`src/rtl/sram_ctrl_pkg.sv`:
```
// sram_ctrl_pkg: shared definitions for the SRAM controller.
//   state_e       - FSM encoding (IDLE, LO, HI, DONE)
//   HW_W          - SRAM halfword width
//   BASE_ADDR_DEF - default byte address mapped to SRAM word 0
//   word_off()    - byte address -> 32-bit word offset from the base, with the
//                   subtraction borrow in the MSB. The SRAM halfword address is
//                   {word, hi}, truncated to the SRAM address width.
package sram_ctrl_pkg;

    typedef enum logic [1:0] {IDLE, LO, HI, DONE} state_e;

    localparam int          HW_W          = 16;
    localparam logic [31:0] BASE_ADDR_DEF = 32'd1024;

    // Bit 30 is the borrow (address below base); bits 29:0 are the word index.
    // address[1:0] takes no part in the mapping.
    function automatic logic [30:0] word_off(input logic [31:0] addr, input logic [31:0] base);
        return {1'b0, addr[31:2]} - {1'b0, base[31:2]};
    endfunction

endpackage

```
`src/rtl/sram_controller_if.sv`:
```
// sram_controller_if: MEM-stage request bus plus external SRAM pins.
//   Request side : memRead, memWrite, address, data -> memResult, ready
//   SRAM side    : sram_addr, sram_dq_out, sram_dq_oe, sram_we_n, sram_oe_n <- sram_dq_in
//   bus_err exists only when SRAM_BOUNDS_CHECK_EN is defined.
//   slave  = controller view, master = requester/board view.
interface sram_controller_if #(parameter int SRAM_AW = 18);
    logic               memRead;
    logic               memWrite;
    logic [31:0]        address;
    logic [31:0]        data;
    logic [31:0]        memResult;
    logic               ready;
    logic [SRAM_AW-1:0] sram_addr;
    logic [15:0]        sram_dq_out;
    logic [15:0]        sram_dq_in;
    logic               sram_dq_oe;
    logic               sram_we_n;
    logic               sram_oe_n;
`ifdef SRAM_BOUNDS_CHECK_EN
    logic               bus_err;

    modport slave  (input  memRead, memWrite, address, data, sram_dq_in,
                    output memResult, ready, sram_addr, sram_dq_out, sram_dq_oe,
                           sram_we_n, sram_oe_n, bus_err);
    modport master (output memRead, memWrite, address, data, sram_dq_in,
                    input  memResult, ready, sram_addr, sram_dq_out, sram_dq_oe,
                           sram_we_n, sram_oe_n, bus_err);
`else
    modport slave  (input  memRead, memWrite, address, data, sram_dq_in,
                    output memResult, ready, sram_addr, sram_dq_out, sram_dq_oe,
                           sram_we_n, sram_oe_n);
    modport master (output memRead, memWrite, address, data, sram_dq_in,
                    input  memResult, ready, sram_addr, sram_dq_out, sram_dq_oe,
                           sram_we_n, sram_oe_n);
`endif
endinterface

```
`src/rtl/sram_wait_counter.sv`:
```
// sram_wait_counter: phase timer counting 0..WAIT_CYCLES-1 and wrapping.
//   clk, rst  - clock, async active-low reset
//   clear     - force the count to 0 (dominates en)
//   en        - advance the count
//   cnt_q     - current count
//   cnt_d     - count after the next edge (lets the owner register outputs early)
//   last      - current count is WAIT_CYCLES-1
module sram_wait_counter #(
    parameter int WAIT_CYCLES = 2,
    parameter int CW          = $clog2(WAIT_CYCLES)
) (
    input  logic          clk,
    input  logic          rst,
    input  logic          clear,
    input  logic          en,
    output logic [CW-1:0] cnt_q,
    output logic [CW-1:0] cnt_d,
    output logic          last
);

    assign last = (cnt_q == CW'(WAIT_CYCLES - 1));

    always_comb begin
        cnt_d = cnt_q;
        if (clear)    cnt_d = '0;
        else if (en)  cnt_d = last ? '0 : cnt_q + 1'b1;
    end

    always_ff @(posedge clk or negedge rst) begin
        if (!rst) cnt_q <= '0;
        else      cnt_q <= cnt_d;
    end

endmodule

```
`src/rtl/sram_controller.sv`:
```
// sram_controller: MEM-stage data port driving a 16-bit asynchronous SRAM with
// two halfword phases (LO, HI) of WAIT_CYCLES each, then a one-cycle DONE.
//   clk, rst - clock, async active-low reset
//   bus      - sram_controller_if.slave (request bus + SRAM pins)
// ready is combinational; every other output is registered, so pin values
// are computed from the next state / next count.
// Optional: SRAM_BOUNDS_CHECK_EN adds an address range check and bus_err.
module sram_controller
    import sram_ctrl_pkg::*;
#(
    parameter logic [31:0] BASE_ADDR   = BASE_ADDR_DEF,
    parameter int          SRAM_AW     = 18,
    parameter int          WAIT_CYCLES = 2
) (
    input logic              clk,
    input logic              rst,
    sram_controller_if.slave bus
);

    localparam int CW = $clog2(WAIT_CYCLES);

    state_e             state_q, state_d;
    logic               op_wr_q, op_wr_d;
    logic [SRAM_AW-2:0] word_q, word_d;
    logic [31:0]        data_q, data_d;
    logic [31:0]        mem_result_q, mem_result_d;
    logic [SRAM_AW-1:0] sram_addr_q, sram_addr_d;
    logic [HW_W-1:0]    dq_out_q, dq_out_d;
    logic               dq_oe_q, dq_oe_d;
    logic               we_n_q, we_n_d;
    logic               oe_n_q, oe_n_d;
    logic               bus_err_q, bus_err_d;

    logic [CW-1:0]      cnt_q, cnt_d;
    logic               last, cnt_en;
    logic               req, oob, phase;
    logic [30:0]        woff;

    assign req    = bus.memRead | bus.memWrite;
    assign woff   = word_off(bus.address, BASE_ADDR);
    assign cnt_en = (state_q == LO) || (state_q == HI);

`ifdef SRAM_BOUNDS_CHECK_EN
    // Borrow means address < BASE_ADDR; any word bit at or above SRAM_AW-1
    // means the word lies past the end of the device.
    assign oob = woff[30] | (|(woff[29:0] >> (SRAM_AW - 1)));
`else
    assign oob = 1'b0;
`endif

    sram_wait_counter #(.WAIT_CYCLES(WAIT_CYCLES), .CW(CW)) u_wait (
        .clk   (clk),
        .rst   (rst),
        .clear (!cnt_en),
        .en    (cnt_en),
        .cnt_q (cnt_q),
        .cnt_d (cnt_d),
        .last  (last)
    );

    always_comb begin
        state_d      = state_q;
        op_wr_d      = op_wr_q;
        word_d       = word_q;
        data_d       = data_q;
        mem_result_d = mem_result_q;
        bus_err_d    = 1'b0;

        unique case (state_q)
            IDLE: if (req) begin
                op_wr_d = bus.memWrite;      // write wins when both are set
                word_d  = woff[SRAM_AW-2:0];
                data_d  = bus.data;
                if (oob) begin
                    state_d   = DONE;
                    bus_err_d = 1'b1;
                    if (!bus.memWrite) mem_result_d = '0;
                end else begin
                    state_d = LO;
                end
            end
            LO: if (last) begin
                state_d = HI;
                if (!op_wr_q) mem_result_d[15:0] = bus.sram_dq_in;
            end
            HI: if (last) begin
                state_d = DONE;
                if (!op_wr_q) mem_result_d[31:16] = bus.sram_dq_in;
            end
            DONE: state_d = IDLE;
            default: state_d = IDLE;
        endcase

        // Pin values for the cycle being entered.
        phase       = (state_d == LO) || (state_d == HI);
        sram_addr_d = sram_addr_q;
        dq_out_d    = dq_out_q;
        if (phase) begin
            sram_addr_d = {word_d, state_d == HI};
            if (op_wr_d) dq_out_d = (state_d == HI) ? data_d[31:16] : data_d[15:0];
        end
        dq_oe_d = phase && op_wr_d;
        oe_n_d  = !(phase && !op_wr_d);
        // we_n released on the last count so address/data are held past the strobe.
        we_n_d  = !(phase && op_wr_d && (cnt_d != CW'(WAIT_CYCLES - 1)));
    end

    always_ff @(posedge clk or negedge rst) begin
        if (!rst) begin
            state_q      <= IDLE;
            op_wr_q      <= 1'b0;
            word_q       <= '0;
            data_q       <= '0;
            mem_result_q <= '0;
            sram_addr_q  <= '0;
            dq_out_q     <= '0;
            dq_oe_q      <= 1'b0;
            we_n_q       <= 1'b1;
            oe_n_q       <= 1'b1;
            bus_err_q    <= 1'b0;
        end else begin
            state_q      <= state_d;
            op_wr_q      <= op_wr_d;
            word_q       <= word_d;
            data_q       <= data_d;
            mem_result_q <= mem_result_d;
            sram_addr_q  <= sram_addr_d;
            dq_out_q     <= dq_out_d;
            dq_oe_q      <= dq_oe_d;
            we_n_q       <= we_n_d;
            oe_n_q       <= oe_n_d;
            bus_err_q    <= bus_err_d;
        end
    end

    assign bus.ready       = ((state_q == IDLE) && !req) || (state_q == DONE);
    assign bus.memResult   = mem_result_q;
    assign bus.sram_addr   = sram_addr_q;
    assign bus.sram_dq_out = dq_out_q;
    assign bus.sram_dq_oe  = dq_oe_q;
    assign bus.sram_we_n   = we_n_q;
    assign bus.sram_oe_n   = oe_n_q;
`ifdef SRAM_BOUNDS_CHECK_EN
    assign bus.bus_err     = bus_err_q;
`endif

endmodule

```
`src/flat_wrapper.sv`:
```
// flat-port wrapper written by rule: the top's interface ports become plain ports
module sram_controller_flat import sram_ctrl_pkg::*;
#(
    parameter logic [31:0] BASE_ADDR   = BASE_ADDR_DEF,
    parameter int          SRAM_AW     = 18,
    parameter int          WAIT_CYCLES = 2
)
  (clk, rst, bus_memRead, bus_memWrite, bus_address, bus_data, bus_sram_dq_in, bus_memResult, bus_ready, bus_sram_addr, bus_sram_dq_out, bus_sram_dq_oe, bus_sram_we_n, bus_sram_oe_n);
  sram_controller_if #(.SRAM_AW(SRAM_AW)) bus_i ();
  input logic clk;
  input logic rst;
  input wire logic [$bits(bus_i.memRead)-1:0] bus_memRead;
  input wire logic [$bits(bus_i.memWrite)-1:0] bus_memWrite;
  input wire logic [$bits(bus_i.address)-1:0] bus_address;
  input wire logic [$bits(bus_i.data)-1:0] bus_data;
  input wire logic [$bits(bus_i.sram_dq_in)-1:0] bus_sram_dq_in;
  output wire logic [$bits(bus_i.memResult)-1:0] bus_memResult;
  output wire logic [$bits(bus_i.ready)-1:0] bus_ready;
  output wire logic [$bits(bus_i.sram_addr)-1:0] bus_sram_addr;
  output wire logic [$bits(bus_i.sram_dq_out)-1:0] bus_sram_dq_out;
  output wire logic [$bits(bus_i.sram_dq_oe)-1:0] bus_sram_dq_oe;
  output wire logic [$bits(bus_i.sram_we_n)-1:0] bus_sram_we_n;
  output wire logic [$bits(bus_i.sram_oe_n)-1:0] bus_sram_oe_n;
  assign bus_i.memRead = bus_memRead;
  assign bus_i.memWrite = bus_memWrite;
  assign bus_i.address = bus_address;
  assign bus_i.data = bus_data;
  assign bus_i.sram_dq_in = bus_sram_dq_in;
  assign bus_memResult = bus_i.memResult;
  assign bus_ready = bus_i.ready;
  assign bus_sram_addr = bus_i.sram_addr;
  assign bus_sram_dq_out = bus_i.sram_dq_out;
  assign bus_sram_dq_oe = bus_i.sram_dq_oe;
  assign bus_sram_we_n = bus_i.sram_we_n;
  assign bus_sram_oe_n = bus_i.sram_oe_n;
  sram_controller #(.BASE_ADDR(BASE_ADDR), .SRAM_AW(SRAM_AW), .WAIT_CYCLES(WAIT_CYCLES)) u_core (.clk(clk), .rst(rst), .bus(bus_i));
endmodule
```
`config.mk`:
```
export PLATFORM = sky130hd
export DESIGN_NAME = sram_controller_flat
export DESIGN_NICKNAME = d
export VERILOG_FILES = /design/src/rtl/sram_ctrl_pkg.sv /design/src/rtl/sram_controller_if.sv /design/src/rtl/sram_wait_counter.sv /design/src/rtl/sram_controller.sv /design/src/flat_wrapper.sv
export SDC_FILE = /design/constraint.sdc
export NUM_CORES = 1
export LEC_CHECK = 0
export CORE_MARGIN = 1.5
export CORE_UTILIZATION = 46
export CTS_BUF_LIST = sky130_fd_sc_hd__clkbuf_4 sky130_fd_sc_hd__clkbuf_8
export CTS_CLUSTER_SIZE = 30
export DETAILED_ROUTE_END_ITERATION = 7
export GPL_ROUTABILITY_DRIVEN = 0
export PLACE_DENSITY_LB_ADDON = 0.2
export SLEW_MARGIN = 20
export SYNTH_ARGS = -nofsm -noshare
export SYNTH_HDL_FRONTEND = slang
export SYNTH_HIERARCHICAL = 1
export SYNTH_SLANG_ARGS = --single-unit
```
`constraint.sdc`:
```
create_clock -name clk -period 7.4 [get_ports clk]
set_input_delay 1.48 -clock clk [delete_from_list [all_inputs] [get_ports clk]]
set_output_delay 1.48 -clock clk [all_outputs]
set_load 0.005 [all_outputs]
```
==> results of run 1 <==
power by group:
group	internal, mW	switching (mW)	total (mW)
clock network	0.353	0.253	0.606
registers	1.01	0.160	1.17
logic	0.864	0.585	1.45
total	2.23	0.998	3.23
area by class of cell:
| type | instances | share of cell area [%] |
|---|---|---|
| clock inverters | 11 | 2.053 |
| clock buffers | 21 | 3.822 |
| repair buffers | 141 | 19.87 |
| multi-input cells | 266 | 28.19 |
| inverters | 7 | 0.3716 |
| flip-flops and latches | 122 | 43.21 |
| well taps | 140 | 2.477 |
path summary, 6_finish.rpt:
path	to	depth (start not counted)
min reg2reg	u_core/data_q[21]	2
max	bus_ready	4
min	u_core/data_q[21]	2
min in group asynchronous	u_core/bus.memResult[0]	1
max in group asynchronous	u_core/data_q[0]	2
max reg2reg	u_core/bus.sram_dq_out[1]	8
per-stage QoR:
| step | util (%) | std cells | instance area (um^2) | hold slack [ns] | power [mW] |
|---|---|---|---|---|---|
| finish | 64.94 | 708 | 7071 | 0.4666 | 3.226 |
| global route | 64.94 | 708 | 7071 | 0.4968 | 3.459 |
| CTS | 64.90 | 708 | 7067 | 0.4723 | 3.269 |
| detailed placement | 61.09 | 676 | 6651 | 0.4565 | 2.649 |
| global placement | 61.09 | 676 | 6651 | 0.4504 | 2.587 |
| floorplan | - | 416 | 5165 | 0.4372 | 2.036 |
synth_stat cells, drive strengths merged:
master | number | area share [%]
mux2 | 64 | 14
xnor2 | 4 | 0.68
nand2 | 131 | 9.5
clkbuf | 10 | 0.73
nor4 | 2 | 0.24
a22o | 1 | 0.17
o221ai | 2 | 0.34
o21ai | 8 | 0.78
dfrtp | 120 | 58
a21o | 1 | 0.15
a31oi | 4 | 0.48
or4b | 1 | 0.27
nand2b | 2 | 0.24
or2 | 1 | 0.12
o21a | 2 | 0.29
or4 | 1 | 0.22
mux4 | 16 | 7.0
buf | 11 | 1.3
a21oi | 1 | 0.097
o31ai | 3 | 0.44
o22a | 1 | 0.17
o22ai | 1 | 0.12
inv | 7 | 0.51
dfstp | 2 | 1.0
nor2b | 3 | 0.36
nor2 | 7 | 0.51
ha | 8 | 1.9
or3 | 2 | 0.24
tightest hold or removal path: stages (launching register included):
cell,delay (ns)
dfrtp_1,0.33
nand2_1,0.05
nand2_1,0.05
kinds of logic (layout without fill, tap and decap cells):
| family | count (synthesis) | count (layout) | synth area share (%) |
|---|---|---|---|
| AOI/OAI and AO/OA | 24 | 24 | 3.028 |
| and+or+nand+nor | 150 | 150 | 11.72 |
| buffers and inverters | 28 | 180 | 2.544 |
| DFF | 122 | 122 | 59.16 |
| adders and majority gates | 8 | 8 | 1.938 |
| xor gates and xnor gates | 4 | 4 | 0.6782 |
| muxes | 80 | 80 | 20.93 |
registers in the layout, indices dropped and copies added (netlist names):
signal and flops:
u_core/bus.sram_we_n 1, u_core/bus.sram_addr 18, u_core/bus.sram_dq_oe 1, u_core/bus.memResult 32, u_core/state_q 2, u_core/bus.sram_oe_n 1
u_core/word_q 17, u_core/bus.sram_dq_out 16, u_core/u_wait/cnt_q 1, u_core/op_wr_q 1, u_core/data_q 32
per-layer routing:
| layer | up-vias | part of all wire, % |
|---|---|---|
| li1 | 1689 | - |
| met1 | 1832 | 41 |
| met2 | 109 | 52 |
| met3 | 4 | 6.3 |
| met4 | 0 | 0.59 |
| met5 | - | 0 |
==> results.sh, run 1 <==
export IMPL_syn2layout_area_growth_pct=36.89
export IMPL_rows=38
export IMPL_ys_types=33
export IMPL_hpwl_mm=7.263
export IMPL_slowest_stage="clkdlybuf4s50_1"
export IMPL_grt_usage_pct=19.33
export IMPL_finish_net_count=647
export IMPL_path_cells="clkdlybuf4s50_1 > nor2_1 > a21o_1 > clkdlybuf4s50_1"
export IMPL_fillerInstances=854
export IMPL_cp_arrival_ns=2.84
export IMPL_multi_input_area_um2=1993
export IMPL_hp_class="reg -> reg"
export IMPL_grt_pass1_vias=3701
export IMPL_fmax_ghz=0.2314
export IMPL_antenna_left=0
export IMPL_met1_usage_pct=22.35
export IMPL_crit_fanout=5
export IMPL_cts_htree_levels=4
export IMPL_regToRegSetupSlack_ns=3.99
export IMPL_postCtsSetupRepairBufs=0
export IMPL_critPathMostFrequentCell="clkdlybuf4s50_1"
export IMPL_antenna_found_initial=0
export IMPL_yosysWarnings=6
export IMPL_path_class="in -> out"
export IMPL_clkTransAtPathRegs_ns=0.06
export IMPL_drive_above_1_share_pct=21.48
export IMPL_cp_startpoint="bus_memWrite"
export IMPL_finalSetupViolCount=0
export IMPL_io_buffer_count=138
export IMPL_vias_per_cell=5.133
export IMPL_clk_latency_ns=0.41
export IMPL_drtIter0Drc=136
export IMPL_met2_usage_pct=33.53
export IMPL_syn_area_um2=5165
export IMPL_fin_crit_ns=4.322
export IMPL_worst_slew_margin_rel_pct=26.90
export IMPL_p_leak_nw=3.139
export IMPL_ff_latch_area_um2=3055
export IMPL_ctsRootBufferMaster="clkbuf_8"
export IMPL_reg2reg_from="u_core/state_q[1]"
export IMPL_initial_core_util_pct=47.44
export IMPL_ys_seq_area_share_pct=59.16
export IMPL_core_area_um2=10890
export IMPL_fin_skew_ns=0.008939
export IMPL_fin_tns_setup_ns=0
export IMPL_dr_pass1_iters=4
export IMPL_setup_ws_ns=3.078
export IMPL_worstPathRequired_ns=5.92
export IMPL_power_density_nw_per_um2=456.3
export IMPL_die_width_um=109.0
export IMPL_vias=3634
export IMPL_rsz0062_at_grt="false"
export IMPL_hold_viol=0
export IMPL_place_ws_ns=2.764
export IMPL_tritoncts="built"
export IMPL_crit_family="buffers and inverters"
export IMPL_cp_num_buf_inv=2
export IMPL_drv_cap=0
export IMPL_min_from="u_core/data_q[21]"
export IMPL_worst_pin_slew_ns=1.092
export IMPL_slew_violations=0
export IMPL_critPathLaunchType="input port"
export IMPL_status="finished, final reports clean"
export IMPL_grt_pass1_wl_mm=17.36
export IMPL_cts_buffers=17
export IMPL_drc_errors=0
export IMPL_drt_total_wl_mm=10.78
export IMPL_hold_buffers=0
export IMPL_cts_path_max_buffers=2
export IMPL_crit_path_end_kind="primary output"
export IMPL_grt_max_degree=88
export IMPL_cts_resized_gates=0
export IMPL_gr_max_usage_layer="met2"
export IMPL_mostFrequentLayoutCell="clkdlybuf4s50_1"
export IMPL_syn_inst=416
export IMPL_grt_overflow_total=0
export IMPL_layout_common_cells="137 x clkdlybuf4s50_1, 131 x nand2_1, 120 x dfrtp_1"
export IMPL_syn_mean_instance_area_um2=12.42
export IMPL_wl_per_cell_um=15.22
export IMPL_syn_num_nets=508
export IMPL_cts_sinks=122
export IMPL_synth_seq_cells=122
export IMPL_dieArea_um2=11870
export IMPL_min_period_over_period_pct=58.40
export IMPL_met3_usage_pct=6.455
export IMPL_dieHeight_um=109.0
export IMPL_max_stage_delay_ns=0.52
export IMPL_vdd_ir_drop_max_mv=0.2295
export IMPL_diodes=0
export IMPL_io_pins=154
No activity file was read; power rests on OpenSTA's default activity.
==> inputs of run 2 (changes only) <==
--- a/config.mk
+++ b/config.mk
@@ -6,7 +6,7 @@
 export NUM_CORES = 1
 export LEC_CHECK = 0
 export CORE_MARGIN = 1.5
-export CORE_UTILIZATION = 46
+export CORE_UTILIZATION = 44
 export CTS_BUF_LIST = sky130_fd_sc_hd__clkbuf_4 sky130_fd_sc_hd__clkbuf_8
 export CTS_CLUSTER_SIZE = 30
 export DETAILED_ROUTE_END_ITERATION = 7
==> constraint.sdc (replaced) <==
create_clock -name clk -period 3.7 [get_ports clk]
set_input_delay 0.74 -clock clk [delete_from_list [all_inputs] [get_ports clk]]
set_output_delay 0.74 -clock clk [all_outputs]
set_load 0.005 [all_outputs]
==> run 2 against run 1 <==
Worst hold slack worse by 0.13 ns. Clock skew increased by 0.0040 ns. Critical path depth is the same. Non-clock buffer count rose by 4. Setup slack worse by 2.2 ns. Final area up 0.64%. Sequential share of layout area down 0.27 points. Clock-buffer cell count down 2. Wire length decreased by 0.75%. Register-to-register slack got worse by 2.7 ns. Sequential power increased by 99%. First-iteration DRC count shrank 14%. Critical path type unchanged. Largest power group unchanged.
==> results.sh, run 2 (synthesis gave the netlist of run 1 again) <==
export IMPL_wl_per_cell_um=14.96
export IMPL_swShare_pct=31.37
export IMPL_clkTransAtPathRegs_ns=0.08
export IMPL_io_pins=154
export IMPL_stdcell_count=715
export IMPL_initial_core_util_pct=45.23
export IMPL_drive_above_1_share_pct=22.03
export IMPL_grt_max_degree=65
export IMPL_path_class="in -> out"
export IMPL_min_period_over_period_pct=76.73
export IMPL_drtIter0Drc=117
export IMPL_slew_violations=0
export IMPL_wl_met1_mm=4.586
export IMPL_clk_latency_ns=0.42
export IMPL_cts_path_max_buffers=2
export IMPL_finish_net_count=651
export IMPL_crit_path_end_kind="primary output"
export IMPL_hold_worst_slack_ns=0.3337
export IMPL_tritoncts="built"
export IMPL_ctsRootBufferMaster="clkbuf_8"
export IMPL_fin_crit_ns=2.839
export IMPL_crit_fanout=5
export IMPL_antenna_left=0
export IMPL_drc_errors=0
export IMPL_p_leak_nw=3.155
export IMPL_grt_pass1_wl_mm=18.13
export IMPL_intPower_mw=4.424
export IMPL_placedCellCount=683
export IMPL_io_buffer_count=138
export IMPL_cts_htree_levels=4
export IMPL_hold_viol=0
export IMPL_hold_buffers=0
export IMPL_fin_skew_ns=0.01298
export IMPL_cts_sinks=122
export IMPL_mostFrequentLayoutCell="clkdlybuf4s50_1"
export IMPL_postCtsSetupRepairBufs=0
export IMPL_cts_buffers=17
export IMPL_wl_met2_mm=5.416
export IMPL_cts_resized_gates=0
export IMPL_place_ws_ns=0.7608
export IMPL_worstPathRequired_ns=2.96
export IMPL_rsz0062_at_grt="false"
export IMPL_worst_slew_margin_rel_pct=51.67
export IMPL_grt_overflow_total=0
export IMPL_status="finished, final reports clean"
export IMPL_rows=39
export IMPL_grt_usage_pct=18.38
export IMPL_critPathLaunchType="input port"
export IMPL_power_density_nw_per_um2=906.0
export IMPL_highest_layer="met4"
export IMPL_cp_arrival_ns=2.10
export IMPL_finalSetupViolCount=0
export IMPL_syn2layout_area_growth_pct=37.77
export IMPL_drv_cap=0
export IMPL_dieHeight_um=111.3
export IMPL_vias=3542
export IMPL_layout_common_cells="137 x clkdlybuf4s50_1, 131 x nand2_1, 120 x dfrtp_1"
export IMPL_drt_total_wl_mm=10.69
export IMPL_dr_pass1_iters=6
export IMPL_hp_class="in -> async"
export IMPL_combPwrFrac_pct=45.6
export IMPL_hpwl_mm=7.348
export IMPL_antenna_found_initial=0
export IMPL_route_met3_wl_um=535
export IMPL_core_area_um2=11420
export IMPL_clkPwrFrac_pct=18.2
export IMPL_vdd_ir_drop_max_mv=0.4938
export IMPL_die_width_um=111.3
export IMPL_grt_pass1_vias=3834
export IMPL_setup_ws_ns=0.8611
export IMPL_share_seq_of_total_power_pct=36.2
export IMPL_switching_power_mw=2.022
export IMPL_total_power_mw=6.447
export IMPL_worst_pin_slew_ns=0.7232
export IMPL_fmax_ghz=0.3522
export IMPL_diodes=0
export IMPL_fin_tns_setup_ns=0
export IMPL_dieArea_um2=12400
export IMPL_vias_per_cell=4.954
[run 2: changes by cell type in the layout (fill, tap and decap cells not counted), sizes merged]
cell      before  now
buf            4    8
clkinvlp       3    4
inv            8    9
clkbuf        21   19
bufinv         3    2
clkinv         4    5
[run 2: path summary, 6_finish.rpt]
kind                                   start                         to  slack [ns]  cells after the start
max reg2reg                u_core/state_q[1]  u_core/bus.sram_dq_out[5]        1.25                      9
max in group asynchronous                rst   u_core/bus.memResult[28]        2.58                      2
min                                      rst   u_core/bus.memResult[19]        0.33                      1
max                             bus_memWrite                  bus_ready        0.86                      4
min reg2reg                 u_core/word_q[7]           u_core/word_q[7]        0.47                      2
min in group clk            u_core/word_q[7]           u_core/word_q[7]        0.47                      2
[run 2: critical path, cell delays in order]
cell,delay (ns)
clkdlybuf4s50_1,0.52
nor2_1,0.19
a21o_1,0.13
clkdlybuf4s50_1,0.52
[run 2: layout make-up]
cell class	count	area [um^2]
Clock inverter	13	143.9
Clock buffer	19	261.5
Sequential cell	122	3055
Multi-Input combinational cell	266	1993
Fill cell	927	4303
Tap cell	143	178.9
Inverter	7	26.28
Timing Repair Buffer	145	1456
[run 2: power by group through the flow]
| stage | sequential [mW] | clock [mW] | combinational (mW) |
|---|---|---|---|
| final | 2.33 | 1.17 | 2.94 |
| after detailed placement | 2.36 | 0 | 3.00 |
| after global placement | 2.33 | 0 | 2.90 |
| after floorplan | 2.33 | 0 | 1.74 |
| after CTS | 2.34 | 1.22 | 3.00 |
| after global routing | 2.41 | 1.28 | 3.23 |
[run 2: routing by layer]
layer  up-vias  global-route usage [%]
li1       1695                       -
met1      1745                   21.56
met2        90                   31.57
met3        12                   6.042
met4         0                   6.920
met5         -                       0
[run 2: through the flow]
step	cell area, um^2	utilization (%)
after floorplan	5165	-
after global placement	6710	58.77
after detailed placement	6710	58.77
after CTS	7116	62.32
after global routing	7116	62.32
final	7116	62.32
